<file path="src/rtl/en_reset_pipe_pkg.sv">
// en_reset_pipe_pkg: shared helpers for the elastic reset pipeline
package en_reset_pipe_pkg;

  function automatic int clog2(input int v);
    int r;
    r = 0;
    for (int i = 0; i < 31; i++) r = ((1 << i) < v) ? i + 1 : r;
    return r;
  endfunction

endpackage

</file>
<file path="src/rtl/en_reset_pipe_if.sv">
// en_reset_pipe_if: valid/ready input and output channels plus flush and occupancy
interface en_reset_pipe_if import en_reset_pipe_pkg::*; #(
  parameter int p_nbits   = 1,
  parameter int p_nstages = 2
) ();
  logic                                in_val;
  logic                                in_rdy;
  logic [p_nbits-1:0]                  in_msg;
  logic                                out_val;
  logic                                out_rdy;
  logic [p_nbits-1:0]                  out_msg;
  logic                                flush;
  logic [clog2(p_nstages + 1)-1:0]     count;

  modport master (output in_val, in_msg, out_rdy, flush, input in_rdy, out_val, out_msg, count);
  modport slave  (input in_val, in_msg, out_rdy, flush, output in_rdy, out_val, out_msg, count);
endinterface

</file>
<file path="src/rtl/en_reset_pipe_stage.sv">
// en_reset_pipe_stage: one pipeline slot, a valid bit plus a data word loaded on enable
module en_reset_pipe_stage #(
  parameter int                 p_nbits       = 1,
  parameter logic [p_nbits-1:0] p_reset_value = '0
) (
  input  logic               clk,
  input  logic               reset,
  input  logic               i_en,
  input  logic               i_val,
  input  logic [p_nbits-1:0] i_data,
  output logic               o_val,
  output logic [p_nbits-1:0] o_data
);
  logic               r_val;
  logic [p_nbits-1:0] r_data;

  // valid follows upstream on enable; data only captured for a valid upstream word
  always_ff @(posedge clk or posedge reset)
    if (reset) begin
      r_val  <= 1'b0;
      r_data <= p_reset_value;
    end else if (i_en) begin
      r_val <= i_val;
      if (i_val) r_data <= i_data;
    end

  assign o_val  = r_val;
  assign o_data = r_data;
endmodule

</file>
<file path="src/rtl/en_reset_pipe.sv">
// en_reset_pipe: full-throughput elastic pipeline with flush, async reset and occupancy count
module en_reset_pipe import en_reset_pipe_pkg::*; #(
  parameter int                 p_nbits       = 1,
  parameter int                 p_nstages     = 2,
  parameter logic [p_nbits-1:0] p_reset_value = '0,
  parameter int                 p_id          = 0
) (
  input logic           clk,
  input logic           reset,
  en_reset_pipe_if.slave bus
);
  localparam int lp_cw = clog2(p_nstages + 1);

  // index 0 is the input port, index k+1 is the output of stage k
  logic [p_nstages:0] w_val;
  logic [p_nbits-1:0] w_data [p_nstages+1];
  logic [p_nstages:0] w_rdy;
  logic               w_in_xfer;
  logic               w_out_xfer;
  logic [lp_cw-1:0]   r_count;

  assign w_val[0]  = bus.in_val;
  assign w_data[0] = bus.in_msg;

  // ready ripples back from the output: a slot can take data if empty or draining
  always_comb begin
    w_rdy[p_nstages] = bus.out_rdy;
    for (int i = p_nstages - 1; i >= 0; i--) w_rdy[i] = !w_val[i+1] || w_rdy[i+1];
  end

  for (genvar g = 0; g < p_nstages; g++) begin : g_stage
    en_reset_pipe_stage #(.p_nbits(p_nbits), .p_reset_value(p_reset_value)) u_stage (
      .clk    (clk),
      .reset  (reset),
      .i_en   (w_rdy[g] || bus.flush),
      .i_val  (w_val[g] && !bus.flush),
      .i_data (w_data[g]),
      .o_val  (w_val[g+1]),
      .o_data (w_data[g+1])
    );
  end

  assign bus.in_rdy  = w_rdy[0] && !bus.flush && !reset;
  assign bus.out_val = w_val[p_nstages] && !bus.flush && !reset;
  assign bus.out_msg = w_data[p_nstages];
  assign bus.count   = r_count;
  assign w_in_xfer   = bus.in_val && bus.in_rdy;
  assign w_out_xfer  = bus.out_val && bus.out_rdy;

  // occupancy tracks transfers in minus transfers out; flush empties the pipe
  always_ff @(posedge clk or posedge reset)
    if (reset) r_count <= '0;
    else if (bus.flush) r_count <= '0;
    else if (w_in_xfer && !w_out_xfer) r_count <= r_count + 1'b1;
    else if (w_out_xfer && !w_in_xfer) r_count <= r_count - 1'b1;

  x_inputs: assert property (@(posedge clk) disable iff (reset) !$isunknown({bus.in_val, bus.out_rdy, bus.flush}))
    else $error("en_reset_pipe[%0d]: unknown value on in_val/out_rdy/flush", p_id);
endmodule

</file>
<file path="src/flat_wrapper.sv">
// flat-port wrapper written by rule: the top's interface ports become plain ports
module en_reset_pipe_flat import en_reset_pipe_pkg::*;
#(
  parameter int                 p_nbits       = 1,
  parameter int                 p_nstages     = 2,
  parameter logic [p_nbits-1:0] p_reset_value = '0,
  parameter int                 p_id          = 0
)
  (clk, reset, bus_in_val, bus_in_msg, bus_out_rdy, bus_flush, bus_in_rdy, bus_out_val, bus_out_msg, bus_count);
  en_reset_pipe_if #(.p_nbits(p_nbits), .p_nstages(p_nstages)) bus_i ();
  input logic clk;
  input logic reset;
  input wire logic [$bits(bus_i.in_val)-1:0] bus_in_val;
  input wire logic [$bits(bus_i.in_msg)-1:0] bus_in_msg;
  input wire logic [$bits(bus_i.out_rdy)-1:0] bus_out_rdy;
  input wire logic [$bits(bus_i.flush)-1:0] bus_flush;
  output wire logic [$bits(bus_i.in_rdy)-1:0] bus_in_rdy;
  output wire logic [$bits(bus_i.out_val)-1:0] bus_out_val;
  output wire logic [$bits(bus_i.out_msg)-1:0] bus_out_msg;
  output wire logic [$bits(bus_i.count)-1:0] bus_count;
  assign bus_i.in_val = bus_in_val;
  assign bus_i.in_msg = bus_in_msg;
  assign bus_i.out_rdy = bus_out_rdy;
  assign bus_i.flush = bus_flush;
  assign bus_in_rdy = bus_i.in_rdy;
  assign bus_out_val = bus_i.out_val;
  assign bus_out_msg = bus_i.out_msg;
  assign bus_count = bus_i.count;
  en_reset_pipe #(.p_nbits(p_nbits), .p_nstages(p_nstages), .p_reset_value(p_reset_value), .p_id(p_id)) u_core (.clk(clk), .reset(reset), .bus(bus_i));
endmodule
</file>
<file path="config.mk">
export PLATFORM = sky130hd
export DESIGN_NAME = en_reset_pipe_flat
export DESIGN_NICKNAME = d
export VERILOG_FILES = /design/src/rtl/en_reset_pipe_pkg.sv /design/src/rtl/en_reset_pipe_if.sv /design/src/rtl/en_reset_pipe_stage.sv /design/src/rtl/en_reset_pipe.sv /design/src/flat_wrapper.sv
export SDC_FILE = /design/constraint.sdc
export NUM_CORES = 1
export LEC_CHECK = 0
export CAP_MARGIN = 30
export CORE_AREA = 2 2 39 41
export DETAILED_ROUTE_END_ITERATION = 10
export DIE_AREA = 0 0 41 43
export PLACE_DENSITY_LB_ADDON = 0.12
export SKIP_LAST_GASP = 1
export SYNTH_ARGS = -nofsm -noshare
export SYNTH_HDL_FRONTEND = slang
export SYNTH_SLANG_ARGS = --single-unit
</file>
<file path="constraint.sdc">
create_clock -name clk -period 2 [get_ports clk]
set_input_delay 0.4 -clock clk [delete_from_list [all_inputs] [get_ports clk]]
set_output_delay 0.4 -clock clk [all_outputs]
set_load 0.05 [all_outputs]
</file>
; After elaboration in Yosys (flattened, before gate mapping)
; Index checks and enable logic that the tools add are counted.
[classes]
n_addsub = 2
n_mux = 3
n_reduce_logical = 23
[op_table]
columns = op, n
row1 = $logic_and 1x1->1, 10
row2 = $logic_not 1->1, 6
row3 = $mux 2, 3
row4 = $logic_or 1x1->1, 4
row5 = $reduce_and 2->1, 2
row6 = $reduce_bool 3->1, 1
row7 = $add 2x1->2 const B, 1
row8 = $sub 2x1->2 const B, 1
[word_totals]
register_bits = 6
in_bits = 6
output_inout_bits = 5

; Longest topological paths before layout
; Gate-level depths: netlist of the first run.
[depth]
ltp_word = 11
mapped_depth = 3

; Hierarchy
; Synthesis of the first run repeated with hierarchy kept, for this count alone.
[unflattened]
hier_cells = 37
area_unflattened_um2 = 359.1
[modules_own_cells]
columns = mod, n_inst, cells_each, area_each_um2, seq_area_each_um2
row1 = en_reset_pipe, 1, 23, 196.4, 50.0
row2 = en_reset_pipe_stage, 2, 7, 81.3, 50.0

; Worst setup path after synthesis of the first run
; OpenSTA, ideal clock, no wires.
[synth_path]
path_type = input -> output
start = input bus_flush
end = output bus_out_val
t_arrival_ns = 1.693
t_required_ns = 1.600
path_slack_ns = -0.093
stages = 2
path_cell_list = clkbuf_8 -> nor3b_1
[synth_via]
elab_chain_len = 3
[synth_rtl]
columns = item, line_no
row1 = "start, declared", flat_wrapper.sv:16  ; input wire logic [$bits(bus_i.flush)-1:0] bus_flush;
row2 = $logic_not 1->1, en_reset_pipe.sv:44  ; assign bus.out_val = w_val[p_nstages] && !bus.flush && !reset;
row3 = $logic_and 1x1->1 (2 in a row), en_reset_pipe.sv:44
row4 = "end, declared", flat_wrapper.sv:18  ; output wire logic [$bits(bus_i.out_val)-1:0] bus_out_val;
; No other way between the ends.

; Worst setup path in the final report of the first run
[layout_path]
start = input bus_out_rdy
end = output bus_in_rdy
[layout_via]
elab_chain_len = 4
[layout_rtl]
columns = item, line_no
row1 = "start, declared", flat_wrapper.sv:15  ; input wire logic [$bits(bus_i.out_rdy)-1:0] bus_out_rdy;
row2 = $logic_or 1x1->1 (2 in a row), en_reset_pipe.sv:28  ; for (int i = p_nstages - 1; i >= 0; i--) w_rdy[i] = !w_val[i+1] || w_rdy[i+1];
row3 = $logic_and 1x1->1 (2 in a row), en_reset_pipe.sv:43  ; assign bus.in_rdy = w_rdy[0] && !bus.flush && !reset;
row4 = "end, declared", flat_wrapper.sv:17  ; output wire logic [$bits(bus_i.in_rdy)-1:0] bus_in_rdy;
; No other way between the ends.

==> results by group, run 1 <==
Clock tree
  – TritonCTS buffer count: 3
  – Clock Latency Late Sink: 0.25 ns
  – Clk buf depth: 2
  – Clk sinks: 6
  – H-tree levels: 1
  – CTS tree: yes
  – Post-CTS Setup Inserts: 0
  – Cells resized by post-CTS repair: 0
  – Root buffer cell: clkbuf_4
  – # hold bufs at CTS: 0
  – Reg clk slew, reported paths: 0.05 ns

Drt
  – Antenna Nets Post-Route: 0
  – Detail-routed via count per cell: 4.508
  – Final WL: 684 um
  – Vias: ~280
  – Wire per inst: 11.21 um
  – DRT iter0 DRCs: 5
  – Initial DRT Pass Iterations: 3
  – Remaining DRCs: 0

Pwr
  – Max VDD drop: about 0.00024 V
  – Clock power share: between 30% and 40%
  – Sequential Power Share: between 30% and 40%
  – Power density over the cells: 712.2 nW/um2
  – Leakage: 0.2204 nW
  – Internal: 0.0002519 W
  – Sw frac: roughly 31%
  – Combinational power share: 30.1%
  – NetSw: 0.0001135 W

Worst setup path
  – Worst Setup Start Kind: input pin
  – Critical path cell sequence: clkdlybuf4s50_1 -> and3b_1 -> nor3_2 -> buf_12
  – Setup CP Type: input pin to primary output
  – R2r worst-path depth: 3
  – CP Data Arrival Time: 1.51 ns
  – Worst r2r dst: u_core.g_stage[1].u_stage.o_data
  – R2r startpoint: u_core.g_stage[1].u_stage.o_val
  – WP data required: about 1.6 ns
  – Crit-path slowest cell: clkdlybuf4s50_1
  – Critical path capture point type: primary output
  – Crit-path max cell delay: approximately 0.52 ns
  – R2r setup slk: 0.68 ns
  – Worst Path Max Fanout: 4
  – Crit path launch: bus_out_rdy

Synthesis
  – Ys Warns: 0
  – Top_reg_cell synth: dfrtp_1
  – Yosys reg bits: 6
  – Post-Syn Area: roughly 350 um2
  – Synth area leaders: dfrtp_1, mux2_1, mux2_2
  – Post-synth EDFFs: 0
  – Yosys top cell by area: dfrtp_1
  – Syn nets: 38
  – Post-synth cell types: 17
  – Commonest cells post-synth: dfrtp_1, nor2_1
  – Post-synthesis sequential area ratio: 43.01%
  – Asr flop ratio synth: 100.0%
  – Avg Cell Area, Syn: 10.91 um2
  – Synth Instances: 32
  – Synth top area share: between 40% and 50%

Timing
  – TNS Setup: 0 ns
  – Post-layout min period: 1.912 ns
  – Final Skew: 0.009782 ns
  – Worst slew pin tran: 0.4945 ns
  – Final setup vio count: 0
  – RSZ-0062 raised after global routing: false
  – Max Slew Vio Count: 0
  – Slew headroom: 66.93%
  – Min Hold Slack: 0.4941 ns
  – Final period utilization: a little over nine tenths
  – Hold Vio Cnt, Final: 0
  – F_max: 523.1 MHz

Outcome
  – Status: completed

Floorplanning
  – IO Count: 11
  – Die H: 43 um
  – Row count: 14
  – Core area: roughly 1400 um2
  – Die Wd: a little over 40 um
  – Total die area: approximately 1800 um2
  – Initial core utilization: 25.23%

Placed design
  – Placed inst area: about 490 um2
  – Post-DP HPWL: 565.7 um
  – Post-Place Cells: 58
  – Port bufs: 10
  – GPL Wtd Cong: about 0.65

Global route
  – Pin count of the biggest net entering global routing: 8
  – Initial antenna violation count: 0
  – Vias in the first global route: between 200 and 300
  – GRT overflow: 0
  – GR Util All Layers: 10.94%
  – First-pass GRT wire length: 1242 um

Job
  – Max_cap viols: 0

Final layout
  – Final core occ: 37.07%
  – Layout Nets: 53
  – Fin area: 513.0 um2
  – Layout cells sized above 1: 31.11%
  – Area of the multi-input gates: 191.4 um2
  – Ant diodes: 0
  – Area delta synth->final: 46.95%
  – Non-filler cells, final: between 60 and 70
  – FF+latch area: 150.1 um2
  – Fillcell total: between 100 and 150

Min path
  – Worst min-delay path class: register to register
  – Worst hold path startpoint: u_core.g_stage[0].u_stage.o_data
  – Hold Path Stages: 1
  – Hold path endpoint: u_core.g_stage[0].u_stage.o_data
[how the worst max path moves through the flow]
stage | end | slack [ns] | depth (start not counted)
after detailed placement | bus_in_rdy | 0.09 | 4
after global routing | bus_in_rdy | 0.03 | 4
after global placement | bus_in_rdy | 0.09 | 4
final | bus_in_rdy | 0.09 | 4
after CTS | bus_in_rdy | 0.08 | 4
after floorplan | bus_in_rdy | 0.39 | 2
[layout by cell type, fill, tap and decap left out]
master,instances
mux2_1,2
buf_4,2
o21a_1,1
nor2b_1,2
nor3b_1,1
o22ai_1,1
inv_1,1
nor2_1,6
nand3b_1,2
mux2_2,2
and2b_2,1
nand2b_1,1
and3b_1,1
nor3_2,1
o32ai_2,1
clkbuf_4,3
clkdlybuf4s50_1,7
dfrtp_1,6
nor3b_2,2
buf_12,2
[worst max-delay path: cells and delay by family]
kind          cells  cell delay, ns
buf+inv           2            0.69
simple gates      2            0.41
[power by group through the flow]
stage | combinational [W] | sequential (W) | clock [W]
2_1_floorplan | 0.0000376 | 0.000177 | 0
3_3_place_gp | 0.000110 | 0.000146 | 0
3_5_place_dp | 0.000111 | 0.000148 | 0
4_1_cts | 0.000112 | 0.000146 | 0.000114
5_1_grt | 0.000116 | 0.000149 | 0.000123
6_report | 0.000110 | 0.000146 | 0.000110
[stage by stage]
step           power [W]  setup WS (ns)
6_report       0.0003653        0.08831
5_1_grt        0.0003889        0.03202
4_1_cts        0.0003711        0.07912
3_5_place_dp   0.0002588        0.08502
3_3_place_gp   0.0002559        0.08841
2_1_floorplan  0.0002150         0.3878
[logic make-up (layout without fill, tap and decap cells)]
group	count (synthesis)	in the layout	share of synthesized area [%]
multiplexers	4	4	12.90
flip-flops	6	6	43.01
AND/OR/NAND/NOR	17	17	30.46
buffers and inverters	2	15	5.016
AO/OA/AOI/OAI	3	3	8.605
[sequential cells by signal, indices dropped and copies added, names as in the netlist]
name                           flops
u_core.g_stage.u_stage.o_data      2
u_core.bus.count                   2
u_core.g_stage.u_stage.o_val       2
[metal layers]
| layer | global-route usage (%) | share of wire (%) |
|---|---|---|
| met2 | 15.94 | 49 |
| met1 | 11.92 | 43 |
| met3 | 7.853 | 7.9 |
| met5 | 0 | 0 |
| met4 | 4.000 | 0 |
[cell type report]
| class | count | share of cell area [%] |
|---|---|---|
| Clock buffer | 3 | 4.390 |
| Inverter | 1 | 0.7317 |
| Multi-Input combinational cell | 24 | 37.32 |
| Sequential cell | 6 | 29.27 |
| Tap cell | 16 | 3.902 |
| Timing Repair Buffer | 11 | 24.39 |
(Power assumes the default switching activity.)
==> run 2, diff against run 1 <==
HOLD_SLACK_MARGIN = 0.12   (was default)
SETUP_SLACK_MARGIN = 0.1   (was default)
SLEW_MARGIN = 40   (was default)
==> results by group, run 2 (synthesis results as in run 1) <==
Pwr
  – Max VDD drop: 0.0002435 V
  – Power density over the cells: 691.5 nW/um2
  – Leakage: 0.2368 nW
  – Design Power: ~0.00037 W

Timing
  – Final Skew: 0.009610 ns
  – Worst slew pin tran: slightly below 0.5 ns
  – Max Slew Vio Count: 0
  – TNS Setup: 0 ns
  – Final WS setup: between 0.15 and 0.2 ns
  – Hold Vio Cnt, Final: 0
  – Final period utilization: 90.77%
  – Post-layout min period: 1.815 ns
  – Final setup vio count: 0
  – F_max: 550.8 MHz
  – Slew headroom: 66.94%
  – RSZ-0062 raised after global routing: false

Global route
  – Initial antenna violation count: 0
  – GR Util All Layers: 11.36%
  – First-pass GRT wire length: 1297 um
  – Vias in the first global route: 307
  – Pin count of the biggest net entering global routing: 8
  – GRT overflow: 0

Placed design
  – Port bufs: 10
  – Setup WS pre-CTS: 0.08502 ns
  – GPL Wtd Cong: 0.6485
  – Placed inst area: 490.5 um2
  – Post-DP HPWL: between 500 and 600 um

Drt
  – Remaining DRCs: 0
  – Initial DRT Pass Iterations: 2
  – Vias: 280
  – Wire per inst: approximately 11 um
  – DRT iter0 DRCs: 5
  – Antenna Nets Post-Route: 0
  – Detail-routed via count per cell: 4.516
  – Final WL: between 600 and 700 um

Worst setup path
  – Setup CP Type: input pin to primary output
  – Critical path capture point type: primary output
  – Critical path cell sequence: clkdlybuf4s50_1 -> nor3b_2 -> buf_12
  – Worst Setup Start Kind: input pin
  – Worst Path Max Fanout: 7
  – Crit-path slowest cell: clkdlybuf4s50_1
  – WP data required: 1.60 ns
  – Top delay family on crit path: buffers and inverters
  – CP Data Arrival Time: 1.42 ns
  – Crit-path max cell delay: 0.55 ns
  – Buffer and inverter count on the worst path: 2

Clock tree
  – CTS tree: yes
  – Clk buf depth: 2
  – Clock Latency Late Sink: about 0.25 ns
  – Clk sinks: 6
  – TritonCTS buffer count: 3
  – Root buffer cell: clkbuf_4
  – # hold bufs at CTS: 0
  – Reg clk slew, reported paths: 0.05 ns
  – H-tree levels: 1

Floorplanning
  – Row count: 14
  – Initial core utilization: ~25%
  – Total die area: around 1800 um2
  – Die Wd: 41 um
  – Die H: 43 um
  – Core area: 1384 um2
  – IO Count: 11

Final layout
  – Final core occ: between 30% and 40%
  – Commonest non-fill, non-tap cells in the layout: nor2_1, dfrtp_1, clkdlybuf4s50_1
  – Layout Nets: 54
  – Fin area: 529.3 um2
  – FF+latch area: 150.1 um2
  – Ant diodes: 0
  – Layout cells sized above 1: 34.78%
  – Fillcell total: about 140
  – Area delta synth->final: 51.61%
  – Area of the multi-input gates: 198.9 um2

Min path
  – Worst min-delay path class: register to register

Job
  – Max_cap viols: 0

Outcome
  – Status: completed
run 2: cell count changes in the layout (fill, tap and decap cells not counted):
cell,previous run,this run
clkdlybuf4s50_1,7,5
and3b_1,1,0
and3b_2,0,1
buf_4,2,3
dlygate4sd2_1,0,1
dlymetal6s2s_1,0,1
nor3_2,1,0
nor3_4,0,1
run 2: what timing repair did:
| item | 4_1_cts | 5_1_grt |
|---|---|---|
| pin swaps | 1 | 1 |
| endpoints found under the setup margin | 1 | 1 |
| hold endpoints to repair | 0 | 0 |
| gates cloned | 0 | 0 |
| resized for setup | 3 | 1 |
| buffers inserted | 1 | 0 |
run 2: area by class of cell:
type | count | area share (%)
Inverter | 1 | 0.7092
Multi-Input combinational cell | 24 | 37.59
Tap cell | 16 | 3.783
Timing Repair Buffer | 12 | 25.30
Sequential cell | 6 | 28.37
Clock buffer | 3 | 4.255
run 2: path summary, 6_finish.rpt:
path / startpoint / to / slack [ns] / depth (start not counted)
setup / recovery: reset / bus_out_val / 0.18 / 3
hold / removal: u_core.g_stage[0].u_stage.o_data / u_core.g_stage[0].u_stage.o_data / 0.49 / 1
setup reg to reg: u_core.g_stage[1].u_stage.o_val / u_core.g_stage[0].u_stage.o_data / 0.61 / 4
hold reg to reg: u_core.g_stage[0].u_stage.o_data / u_core.g_stage[0].u_stage.o_data / 0.49 / 1
max in group asynchronous: reset / u_core.g_stage[1].u_stage.o_data / 1.21 / 2
min in group asynchronous: reset / u_core.g_stage[0].u_stage.o_data / 0.59 / 2
run 2: metrics by stage:
stage	hold WS (ns)	instances
after floorplan	0.1910	32
after global placement	0.4628	58
after detailed placement	0.4828	58
after CTS	0.4963	62
after global routing	0.5284	62
final	0.4940	62
run 2: routing by layer:
metal	vias up	wire length (um)	GRT usage [%]
met2	9	335	16.56
met5	-	0	0
met1	130	295	12.62
met3	0	54	7.853
met4	0	0	4.000
li1	141	-	-
run 2: power by group:
group	switching [W]	leakage [nW]	internal [W]	total, W
clock	0.0000417	0.0138	0.0000677	0.000109
sequential	0.00000980	0.0769	0.000136	0.000146
combinational	0.0000628	0.146	0.0000479	0.000111
total	0.000114	0.237	0.000252	0.000366
==> run 3, diff against run 2 <==
RECOVER_POWER = 25   (was default)
==> results of run 3 <==
Final layout, timing and power as in run 2 (identical DEF).
